File: src/rtl/pic_pkg.sv
// ============================================================================
// Module      : pic_pkg
// Description : Shared widths, vector constants, FSM state and flow-op select
//               encodings for the PIC-style program-counter sequencer.
// Revision    : 1.0 - initial release
// ============================================================================
`default_nettype none

package pic_pkg;

  localparam int PC_W     = 13;
  localparam int PCLATH_W = 5;
  localparam int LIT_W    = 11;
  localparam int PCL_W    = 8;

  localparam logic [PC_W-1:0] RESET_VECTOR_DEF = 13'h0000;
  localparam logic [PC_W-1:0] INT_VECTOR_DEF   = 13'h0004;

  typedef enum logic [0:0] {
    ST_EXEC  = 1'b0,
    ST_FLUSH = 1'b1
  } seq_state_e;

  typedef enum logic [2:0] {
    SEL_INC    = 3'd0,
    SEL_CALL   = 3'd1,
    SEL_GOTO   = 3'd2,
    SEL_RETURN = 3'd3,
    SEL_RETFIE = 3'd4,
    SEL_PCL    = 3'd5,
    SEL_SKIP   = 3'd6,
    SEL_INT    = 3'd7
  } flow_sel_e;

  // Fixed-priority resolution of the flow op for an EXEC cycle.
  // int_ok must already be qualified by the global interrupt enable.
  function automatic flow_sel_e flow_select(
    input logic call,
    input logic go_to,
    input logic ret,
    input logic retfie,
    input logic pcl_wr,
    input logic skip,
    input logic int_ok
  );
    flow_sel_e sel;
    sel = SEL_INC;
    if (call)        sel = SEL_CALL;
    else if (go_to)  sel = SEL_GOTO;
    else if (ret)    sel = SEL_RETURN;
    else if (retfie) sel = SEL_RETFIE;
    else if (pcl_wr) sel = SEL_PCL;
    else if (skip)   sel = SEL_SKIP;
    else if (int_ok) sel = SEL_INT;
    return sel;
  endfunction

endpackage

`default_nettype wire

File: src/rtl/call_stack.sv
// ============================================================================
// Module      : call_stack
// Description : Circular hardware return stack. Push on full overwrites the
//               oldest entry; pop on empty wraps the pointer and returns
//               stale data. Contents are never reset, only the pointer.
// Ports       : clk, rst (async, active-high), push, pop, data_in, data_out
//               (top of stack, combinational), and when PC_SEQ_STACK_FLAGS_EN
//               is defined: stk_ovf, stk_unf (sticky, cleared by rst only).
// Config      : `PC_SEQ_STACK_FLAGS_EN adds the occupancy counter and flags.
// Revision    : 1.0 - initial release
// ============================================================================
`default_nettype none

module call_stack
  import pic_pkg::*;
#(
  parameter int STACK_DEPTH = 8,
  parameter int WIDTH       = PC_W
) (
  input  logic             clk,
  input  logic             rst,
  input  logic             push,
  input  logic             pop,
  input  logic [WIDTH-1:0] data_in,
  output logic [WIDTH-1:0] data_out
`ifdef PC_SEQ_STACK_FLAGS_EN
  ,
  output logic             stk_ovf,
  output logic             stk_unf
`endif
);

  localparam int PTR_W = $clog2(STACK_DEPTH);

  logic [WIDTH-1:0] mem [STACK_DEPTH];
  logic [PTR_W-1:0] ptr;
  logic [PTR_W-1:0] ptr_dec;

  // ptr addresses the next free slot; the top entry sits one below it.
  assign ptr_dec  = ptr - PTR_W'(1);
  assign data_out = mem[ptr_dec];

  always_ff @(posedge clk or posedge rst) begin
    if (rst) begin
      ptr <= '0;
    end else if (push) begin
      ptr <= ptr + PTR_W'(1);
    end else if (pop) begin
      ptr <= ptr_dec;
    end
  end

  always_ff @(posedge clk) begin
    if (push) begin
      mem[ptr] <= data_in;
    end
  end

`ifdef PC_SEQ_STACK_FLAGS_EN
  localparam int CNT_W = $clog2(STACK_DEPTH + 1);

  logic [CNT_W-1:0] occupancy;

  // Occupancy saturates at both ends; the pointer keeps wrapping regardless.
  always_ff @(posedge clk or posedge rst) begin
    if (rst) begin
      occupancy <= '0;
      stk_ovf   <= 1'b0;
      stk_unf   <= 1'b0;
    end else if (push) begin
      if (occupancy == CNT_W'(STACK_DEPTH)) begin
        stk_ovf <= 1'b1;
      end else begin
        occupancy <= occupancy + CNT_W'(1);
      end
    end else if (pop) begin
      if (occupancy == '0) begin
        stk_unf <= 1'b1;
      end else begin
        occupancy <= occupancy - CNT_W'(1);
      end
    end
  end
`endif

endmodule

`default_nettype wire

File: src/rtl/pc_sequencer.sv
// ============================================================================
// Module      : pc_sequencer
// Description : Program counter, PCLATH and two-state fetch FSM for a
//               PIC-style core. Any taken change of flow moves to FLUSH so the
//               already-fetched instruction is replaced by a NOP.
// Ports       : clk, rst (async, active-high), cycle_en, op_goto, op_call,
//               op_return, op_retfie, lit_in[10:0], skip_taken, pcl_wr_en,
//               pcl_in[7:0], pclath_wr_en, pclath_in[4:0], int_req, gie,
//               pc_out[12:0], pclath_out[4:0], flush, gie_clr, gie_set,
//               and stk_ovf/stk_unf when PC_SEQ_STACK_FLAGS_EN is defined.
// Config      : `PC_SEQ_STACK_FLAGS_EN exposes sticky stack flags.
// Revision    : 1.0 - initial release
// ============================================================================
`default_nettype none

module pc_sequencer
  import pic_pkg::*;
#(
  parameter int              STACK_DEPTH  = 8,
  parameter logic [PC_W-1:0] RESET_VECTOR = RESET_VECTOR_DEF,
  parameter logic [PC_W-1:0] INT_VECTOR   = INT_VECTOR_DEF
) (
  input  logic                clk,
  input  logic                rst,
  input  logic                cycle_en,
  input  logic                op_goto,
  input  logic                op_call,
  input  logic                op_return,
  input  logic                op_retfie,
  input  logic [LIT_W-1:0]    lit_in,
  input  logic                skip_taken,
  input  logic                pcl_wr_en,
  input  logic [PCL_W-1:0]    pcl_in,
  input  logic                pclath_wr_en,
  input  logic [PCLATH_W-1:0] pclath_in,
  input  logic                int_req,
  input  logic                gie,
  output logic [PC_W-1:0]     pc_out,
  output logic [PCLATH_W-1:0] pclath_out,
  output logic                flush,
  output logic                gie_clr,
  output logic                gie_set
`ifdef PC_SEQ_STACK_FLAGS_EN
  ,
  output logic                stk_ovf,
  output logic                stk_unf
`endif
);

  seq_state_e          state;
  seq_state_e          state_next;
  logic [PC_W-1:0]     pc;
  logic [PC_W-1:0]     pc_next;
  logic [PC_W-1:0]     pc_inc;
  logic [PC_W-1:0]     jump_target;
  logic [PC_W-1:0]     pcl_target;
  logic [PC_W-1:0]     stack_top;
  logic [PCLATH_W-1:0] pclath;
  logic                push;
  logic                pop;
  flow_sel_e           sel;

  // Targets use the registered PCLATH, so a same-cycle PCLATH write only
  // affects later jumps.
  assign pc_inc      = pc + PC_W'(1);
  assign jump_target = {pclath[PCLATH_W-1:PCLATH_W-2], lit_in};
  assign pcl_target  = {pclath, pcl_in};

  assign sel = flow_select(op_call, op_goto, op_return, op_retfie,
                           pcl_wr_en, skip_taken, int_req & gie);

  always_comb begin
    state_next = state;
    pc_next    = pc;
    push       = 1'b0;
    pop        = 1'b0;
    gie_clr    = 1'b0;
    gie_set    = 1'b0;
    if (cycle_en) begin
      if (state == ST_FLUSH) begin
        pc_next    = pc_inc;
        state_next = ST_EXEC;
      end else begin
        state_next = ST_FLUSH;
        case (sel)
          SEL_CALL: begin
            push    = 1'b1;
            pc_next = jump_target;
          end
          SEL_GOTO: begin
            pc_next = jump_target;
          end
          SEL_RETURN: begin
            pop     = 1'b1;
            pc_next = stack_top;
          end
          SEL_RETFIE: begin
            pop     = 1'b1;
            pc_next = stack_top;
            gie_set = 1'b1;
          end
          SEL_PCL: begin
            pc_next = pcl_target;
          end
          SEL_SKIP: begin
            pc_next = pc_inc;
          end
          SEL_INT: begin
            push    = 1'b1;
            pc_next = INT_VECTOR;
            gie_clr = 1'b1;
          end
          SEL_INC: begin
            pc_next    = pc_inc;
            state_next = ST_EXEC;
          end
        endcase
      end
    end
  end

  always_ff @(posedge clk or posedge rst) begin
    if (rst) begin
      state <= ST_EXEC;
      pc    <= RESET_VECTOR;
    end else begin
      state <= state_next;
      pc    <= pc_next;
    end
  end

  // PCLATH is a plain register write port, independent of cycle_en.
  always_ff @(posedge clk or posedge rst) begin
    if (rst) begin
      pclath <= '0;
    end else if (pclath_wr_en) begin
      pclath <= pclath_in;
    end
  end

  call_stack #(
    .STACK_DEPTH (STACK_DEPTH),
    .WIDTH       (PC_W)
  ) u_call_stack (
    .clk      (clk),
    .rst      (rst),
    .push     (push),
    .pop      (pop),
    .data_in  (pc),
    .data_out (stack_top)
`ifdef PC_SEQ_STACK_FLAGS_EN
    ,
    .stk_ovf  (stk_ovf),
    .stk_unf  (stk_unf)
`endif
  );

  assign pc_out     = pc;
  assign pclath_out = pclath;
  assign flush      = (state == ST_FLUSH);

endmodule

`default_nettype wire

File: config.mk
export PLATFORM = sky130hd
export DESIGN_NAME = pc_sequencer
export DESIGN_NICKNAME = d
export VERILOG_FILES = /design/src/rtl/pic_pkg.sv /design/src/rtl/call_stack.sv /design/src/rtl/pc_sequencer.sv
export SDC_FILE = /design/constraint.sdc
export NUM_CORES = 1
export LEC_CHECK = 0
export CAP_MARGIN = 20
export CORE_MARGIN = 1.5
export CORE_UTILIZATION = 50
export DETAILED_ROUTE_END_ITERATION = 8
export PLACE_DENSITY = 0.73
export SYNTH_ARGS = -nofsm -noshare
export SYNTH_HDL_FRONTEND = slang
export SYNTH_HIERARCHICAL = 1
export SYNTH_SLANG_ARGS = --single-unit
export TNS_END_PERCENT = 5
File: constraint.sdc
create_clock -name clk -period 3.2 [get_ports clk]
set_input_delay 0.48 -clock clk [delete_from_list [all_inputs] [get_ports clk]]
set_output_delay 0.48 -clock clk [all_outputs]
set_load 0.005 [all_outputs]
==> Yosys cells after proc, flatten, opt, wreduce, memory -nomap -nowiden <==
Memory sizes are Yosys's and may differ from the RTL's.
Index checks and enable logic that the tools add are counted.
Widths: inputs -> output; s select.
{ "word_totals": {"ff_bits": 22, "mem_bits_rw": 104, "inputBits": 36, "output_inout_bits": 21, "mem_count": 1} }
{ "mem_list": {"columns": ["name", "depth", "width", "rd", "rd_clocked_by_memory_dff", "wr", "line", "text"], "rows": [
  ["u_call_stack.mem", 8, 13, 1, 0, 1, "call_stack.sv:35", "logic [WIDTH-1:0] mem [STACK_DEPTH];"]
]} }
{ "op_classes": {"add_sub_neg": 3, "n_eq_ne": 7, "mux": 27, "bitwise": 1, "n_reduce_logical": 6} }
{ "ops": {"columns": ["operator", "n"], "rows": [
  ["$pmux 13 s5", 1],
  ["$mux 3", 9],
  ["$mux 1", 16],
  ["$add 13x1->13 const B", 1],
  ["$mux 13", 1],
  ["$eq 3x3->1 const B", 4],
  ["$reduce_or 2->1", 4],
  ["$eq 3x2->1 const B", 2],
  ["$add 3x1->3 const B", 1],
  ["$eq 3x1->1 const B", 1],
  ["$logic_not 3->1", 1],
  ["$sub 3x1->3 const B", 1],
  ["$reduce_bool 2->1", 1],
  ["$and 1x1->1", 1]
]} }

==> Depth between registers and ports, before layout <==
{ "depth": {"depth_word": 15, "mapped_depth": 14, "mapped_depth_nobuf": 10} }

==> Hierarchy <==
Netlist, hierarchy kept.
{ "modules_own_cells": {"columns": ["module", "n_inst", "cells_per_inst", "area_per_inst_um2", "seq_area_each_um2"], "rows": [
  ["call_stack", 1, 270, 4361.7, 3198.1],
  ["pc_sequencer", 1, 199, 1524.0, 475.5]
]} }

==> Worst setup path after synthesis <==
No wires, ideal clock.
{ "synth_timing": {"path_kind": "input to register", "from": "input port op_return", "to": "memory u_call_stack/mem[0][0] (netlist name), enable pin", "arrival_time_ns": 2.685, "path_slack_ns": 0.115, "cell_stages": 9, "path_buffers": 3, "path_cell_list": "buf_6 > or2_1 > buf_6 > clkbuf_1 > nor4_1 > nor2_1 > nor2_1 > nand2b_1 > nor3_1"} }
{ "synth_via": {"elab_chain_cells": 10, "elab_cells_between_ends": 11, "cone_classes": "eq/ne (2); mux (8); reduce/logical (1)"} }
{ "synth_lines": {"columns": ["item", "line", "text"], "rows": [
  ["from (decl)", "pc_sequencer.sv:28", "input logic op_return,"],
  ["$mux 3 (*)", "pic_pkg.sv:50", "else if (ret) sel = SEL_RETURN;"],
  ["$mux 3 (*)", "pic_pkg.sv:49", "else if (go_to) sel = SEL_GOTO;"],
  ["$mux 3 (*)", "pic_pkg.sv:48", "if (call) sel = SEL_CALL;"],
  ["$eq 3x3->1 / $eq 3x1->1 (equally long branches)", "pc_sequencer.sv:85", "case (sel)"],
  ["$reduce_or 2->1 (no source line) (*)", null, null],
  ["$mux 1 (*)", "pc_sequencer.sv:85", null],
  ["$mux 1 (*)", "pc_sequencer.sv:80", "if (state == ST_FLUSH) begin"],
  ["$mux 1 (*)", "pc_sequencer.sv:79", "if (cycle_en) begin"],
  ["named net push", "pc_sequencer.sv:59", "logic push;"],
  ["$mux 1 (*)", "call_stack.sv:54", "if (push) begin"],
  ["$mux 1 (not written as such) (*)", "call_stack.sv:55", "mem[ptr] <= data_in;"],
  ["to (decl)", "call_stack.sv:35", null]
]} }
Mark *: on every way through the listed nets, which the timed path passes. The rest lies on a longest branch.

==> Final worst setup path <==
{ "layout_timing": {"from": "input port op_retfie", "to": "output port gie_clr"} }
{ "layout_via": {"elab_chain_cells": 8} }
{ "layout_lines": {"columns": ["item", "line", "text"], "rows": [
  ["from (decl)", "pc_sequencer.sv:29", "input logic op_retfie,"],
  ["$mux 3", "pic_pkg.sv:51", "else if (retfie) sel = SEL_RETFIE;"],
  ["$mux 3", "pic_pkg.sv:50", null],
  ["$mux 3", "pic_pkg.sv:49", null],
  ["$mux 3", "pic_pkg.sv:48", null],
  ["$eq 3x3->1", "pc_sequencer.sv:85", null],
  ["$mux 1", "pc_sequencer.sv:85", null],
  ["$mux 1", "pc_sequencer.sv:80", null],
  ["$mux 1", "pc_sequencer.sv:79", null],
  ["to (decl)", "pc_sequencer.sv:41", "output logic gie_clr,"]
]} }
Every way passes these cells.

==> Implementation_results.wiki <==
{| class="wikitable"
! Metric !! Value
|-
| Result of the run || completed
|-
| Half-perimeter wire length after placement || 9.64 mm
|-
| Largest stage delay on the critical path || between 0.5 and 0.6 ns
|-
| Most area-hungry cell type in the Yosys netlist || sky130_fd_sc_hd__edfxtp_1
|-
| Weighted congestion at the end of routability-driven global placement || 0.909
|-
| Number of gates on the worst path with buffers counted || 5
|-
| Maximum number of pins on one net before global-route repair || 37
|-
| Number of synthesis warnings || 6
|-
| Number of antenna violations at the first check in global routing || 0
|-
| Commonest non-fill, non-tap cells in the layout || 104 x sky130_fd_sc_hd__edfxtp_1, 62 x sky130_fd_sc_hd__nand3_1, 56 x sky130_fd_sc_hd__clkdlybuf4s50_1
|-
| #FFs+latches synth || 126
|-
| Fraction of synthesized cell area taken by the top area cell type || 0.531
|-
| Routed via count || 4199
|-
| Overall die area || 12400 um2
|-
| Number of placed cells counting well taps || 664
|-
| Actual transition at the worst max-transition pin || just under 0.8 ns
|-
| Worst-case register-to-register setup slack || 0.58 ns
|-
| Setup repair after global routing missed its margin || no
|-
| Capture point of the worst reg-to-reg path || pc_out[7]
|-
| Final Hold Viols || 0
|-
| Number of buffer and inverter instances along the worst setup path || 2
|-
| Setup Buffers After CTS || 0
|-
| Minimum setup slack after placement || 0.315 ns
|-
| Maximum clock frequency || between 0.3 and 0.4 GHz
|-
| Die Wd || 111 um
|-
| Number of standard-cell rows in the floorplan || 39
|-
| Height of the die || 111 um
|-
| H-Tree Depth || 4
|-
| Worst Setup SP || op_retfie
|-
| Detailed Routing Iterations Pass 1 || 5
|-
| Crit Reg-Reg Startpoint || u_call_stack/ptr[1]
|-
| Clock root buffer || sky130_fd_sc_hd__clkbuf_16
|-
| Required time worst endpoint || 2.72 ns
|-
| CTS tree || yes
|-
| Capturing instance or port of the critical path || gie_clr
|-
| Setup crit start kind || input pin
|-
| Total routing usage reported by global routing || 0.233
|-
| Layout overhead on the synthesized area || 22.6%
|-
| GR Overflow Total || 0
|-
| Proportion of layout cells with a drive suffix above 1 || 0.119
|-
| Total routed wirelength || 14.0 mm
|-
| Number of vias per cell || 6.03
|-
| Filler cell count in the final layout || 859
|-
| Arrival time at the worst endpoint || around 2.3 ns
|-
| GR met1 Demand/Resource || 0.324
|-
| Main flop type after synthesis || sky130_fd_sc_hd__edfxtp_1
|-
| Worst path top cell family by delay || buffers and inverters
|-
| Insertion delay of the later-clocked pin in the worst-skew pair || 0.41 ns
|-
| Final antenna diode count || 0
|-
| Path category of the worst min-delay check || input pin to async pin
|-
| Clock Pin Slew Worst Setup and Hold Paths || 0.05 ns
|-
| Sink Count || 126
|-
| Number of max-slew violations in the final report || 0
|-
| Routed length per placed instance || 20.1 um
|-
| Post-route non-filler standard cell count || around 700
|-
| Worst Clk Skew || between 0.01 and 0.015 ns
|-
| Initial core utilization || 0.513
|-
| Summed negative setup slack over all endpoints || 0 ns
|-
| Async SR Flop Fraction || 0.175
|-
| Port Buffers || 56
|-
| Vias in the first global route || 4128
|-
| Average instance area after synthesis || roughly 13 um2
|-
| CTS Buf Count || 17
|-
| Worst supply voltage drop on vdd || 472 uV
|-
| Max stage delay cell, worst path || sky130_fd_sc_hd__clkdlybuf4s50_1
|-
| Relative max-transition margin || 0.475
|-
| DRC violation total after the first TritonRoute iteration || 335
|-
| Met2 usage || 0.365
|-
| Minimum period implied by the final worst setup slack || 2.80 ns
|-
| Synthesized netlist cell count || 469
|-
| Final period utilization || 0.874
|-
| Synthesized net count || a little over 500
|-
| Setup Crit Path Kind || input pin to output port
|-
| # setup viols final || 0
|-
| DRC viols || 0
|-
| Resized Gates After CTS || 0
|-
| Most used cell along the critical path || sky130_fd_sc_hd__clkdlybuf4s50_1
|-
| GR peak layer || met2
|-
| DRT antenna net count || 0
|-
| Leading cell type in the layout, fill and taps excluded || sky130_fd_sc_hd__edfxtp_1
|-
| Sort of element at the end of the critical path || output port
|-
| First-pass GRT wire length || around 22 mm
|-
| Mapped cell area || 5890 um2
|-
| Maximum Capacitance Violations || 0
|-
| Number of nets in the finished design || 579
|-
| I/O pin count || 57
|-
| Total power divided by cell area || 905 nW/um2
|-
| Max Root-Sink Buffers || 2
|-
| Met3 capacity usage during global routing || 0.0490
|-
| Number of buffers added to fix hold violations after cts || 0
|-
| Leakage dissipation || approximately 0.0026 uW
|-
| Post-route worst setup slack || just over 0.4 ns
|-
| CP max FO || 4
|-
| Core area || 11500 um2
|-
| Synth unique cells || 55
|-
| Fraction of the yosys area taken by sequential cells || 0.624
|-
| Number of enable flip-flop cells after synthesis || 104
|-
| Leading cell types by total area after synthesis || sky130_fd_sc_hd__edfxtp_1 53%, sky130_fd_sc_hd__dfrtp_1 9.4%, sky130_fd_sc_hd__mux2i_1 9.0%, sky130_fd_sc_hd__nand3_1 5.3%, sky130_fd_sc_hd__and4_1 2.1%
|-
| Depth of the most critical reg-to-reg path || 11
|-
| Cell-by-cell trace of the critical path || clkdlybuf4s50_1, or2_1, or4_4, nor3_1, clkdlybuf4s50_1
|}
==> cells in the mapped netlist, types with 2 or more instances <==
library cell and count:
sky130_fd_sc_hd__buf_2 7, sky130_fd_sc_hd__nor2b_1 3, sky130_fd_sc_hd__a21o_1 2, sky130_fd_sc_hd__nand3_1 62
sky130_fd_sc_hd__ha_1 3, sky130_fd_sc_hd__nand2b_1 2, sky130_fd_sc_hd__nor2_1 28, sky130_fd_sc_hd__inv_1 7
sky130_fd_sc_hd__nor4_1 4, sky130_fd_sc_hd__nand2_1 31, sky130_fd_sc_hd__nor3b_1 5, sky130_fd_sc_hd__buf_6 4
sky130_fd_sc_hd__mux2i_1 53, sky130_fd_sc_hd__a211o_1 2, sky130_fd_sc_hd__o211ai_1 4, sky130_fd_sc_hd__a21oi_1 13
sky130_fd_sc_hd__a31oi_1 5, sky130_fd_sc_hd__a311oi_1 3, sky130_fd_sc_hd__and3_1 4, sky130_fd_sc_hd__xor2_1 2
sky130_fd_sc_hd__xnor2_1 4, sky130_fd_sc_hd__dfrtp_1 22, sky130_fd_sc_hd__o21ai_0 18, sky130_fd_sc_hd__clkbuf_1 16
sky130_fd_sc_hd__nor3_1 9, sky130_fd_sc_hd__o211a_1 2, sky130_fd_sc_hd__nand4_1 3, sky130_fd_sc_hd__a221oi_1 3
sky130_fd_sc_hd__mux2_2 5, sky130_fd_sc_hd__and4_1 14, sky130_fd_sc_hd__o22ai_1 2, sky130_fd_sc_hd__edfxtp_1 104
==> layer usage <==
metal	part of all wire	vias up
li1	-	1938
met1	0.42	2015
met2	0.48	226
met3	0.082	20
met4	0.016	0
met5	0	-
==> cells by family (layout without fill, tap and decap cells) <==
| family | after synthesis | after routing | share of synthesized area |
|---|---|---|---|
| buffers and inverters | 38 | 122 | 0.0323 |
| AO/OA/AOI/OAI | 63 | 63 | 0.0702 |
| flip-flops | 126 | 126 | 0.624 |
| adder cells (fa/ha/maj) | 3 | 3 | 0.00638 |
| multiplexers | 58 | 58 | 0.0997 |
| AND/OR/NAND/NOR | 173 | 173 | 0.153 |
| XOR/XNOR | 8 | 8 | 0.0145 |
==> report_power, final <==
group,switching (uW),leakage [uW],internal [uW]
Clock,664,0.000247,1050
Sequential,315,0.00121,2060
Combinational,1380,0.00118,1070
==> registers in the layout (all words and copies together), names as in the netlist <==
name / flops
u_call_stack/mem: 104
flush: 1
pc_out: 13
pclath_out: 5
u_call_stack/ptr: 3
==> area by class of cell <==
class | count | area (um2) | area share
tap | 143 | 179 | 0.0248
inverter | 8 | 31.3 | 0.00433
sequential | 126 | 3670 | 0.509
clock buffer | 18 | 429 | 0.0595
clock inverter | 14 | 103 | 0.0142
multi-input combinational | 305 | 2030 | 0.282
timing repair buffer | 82 | 768 | 0.106
==> worst min-delay path by stage <==
stage | to | startpoint | cells after the start
3_3_place_gp | pclath_out[4] | pclath_out[4] | 1
6_report | u_call_stack/ptr[2] | rst | 2
5_1_grt | u_call_stack/ptr[2] | rst | 2
3_5_place_dp | pclath_out[3] | pclath_out[3] | 1
2_1_floorplan | u_call_stack/ptr[0] | rst | 1
4_1_cts | u_call_stack/ptr[2] | rst | 2
==> through the flow <==
step                      instance area [um2]  utilization  hold WS (ns)  total power, uW
after floorplan                          5890            -         0.234             3990
after global placement                   6690        0.583         0.539             4770
after detailed placement                 6690        0.583         0.535             4820
after CTS                                7220        0.629         0.277             6530
after global routing                     7220        0.629         0.294             6830
final                                    7220        0.629         0.289             6530
No activity file was read; power rests on OpenSTA's default activity.
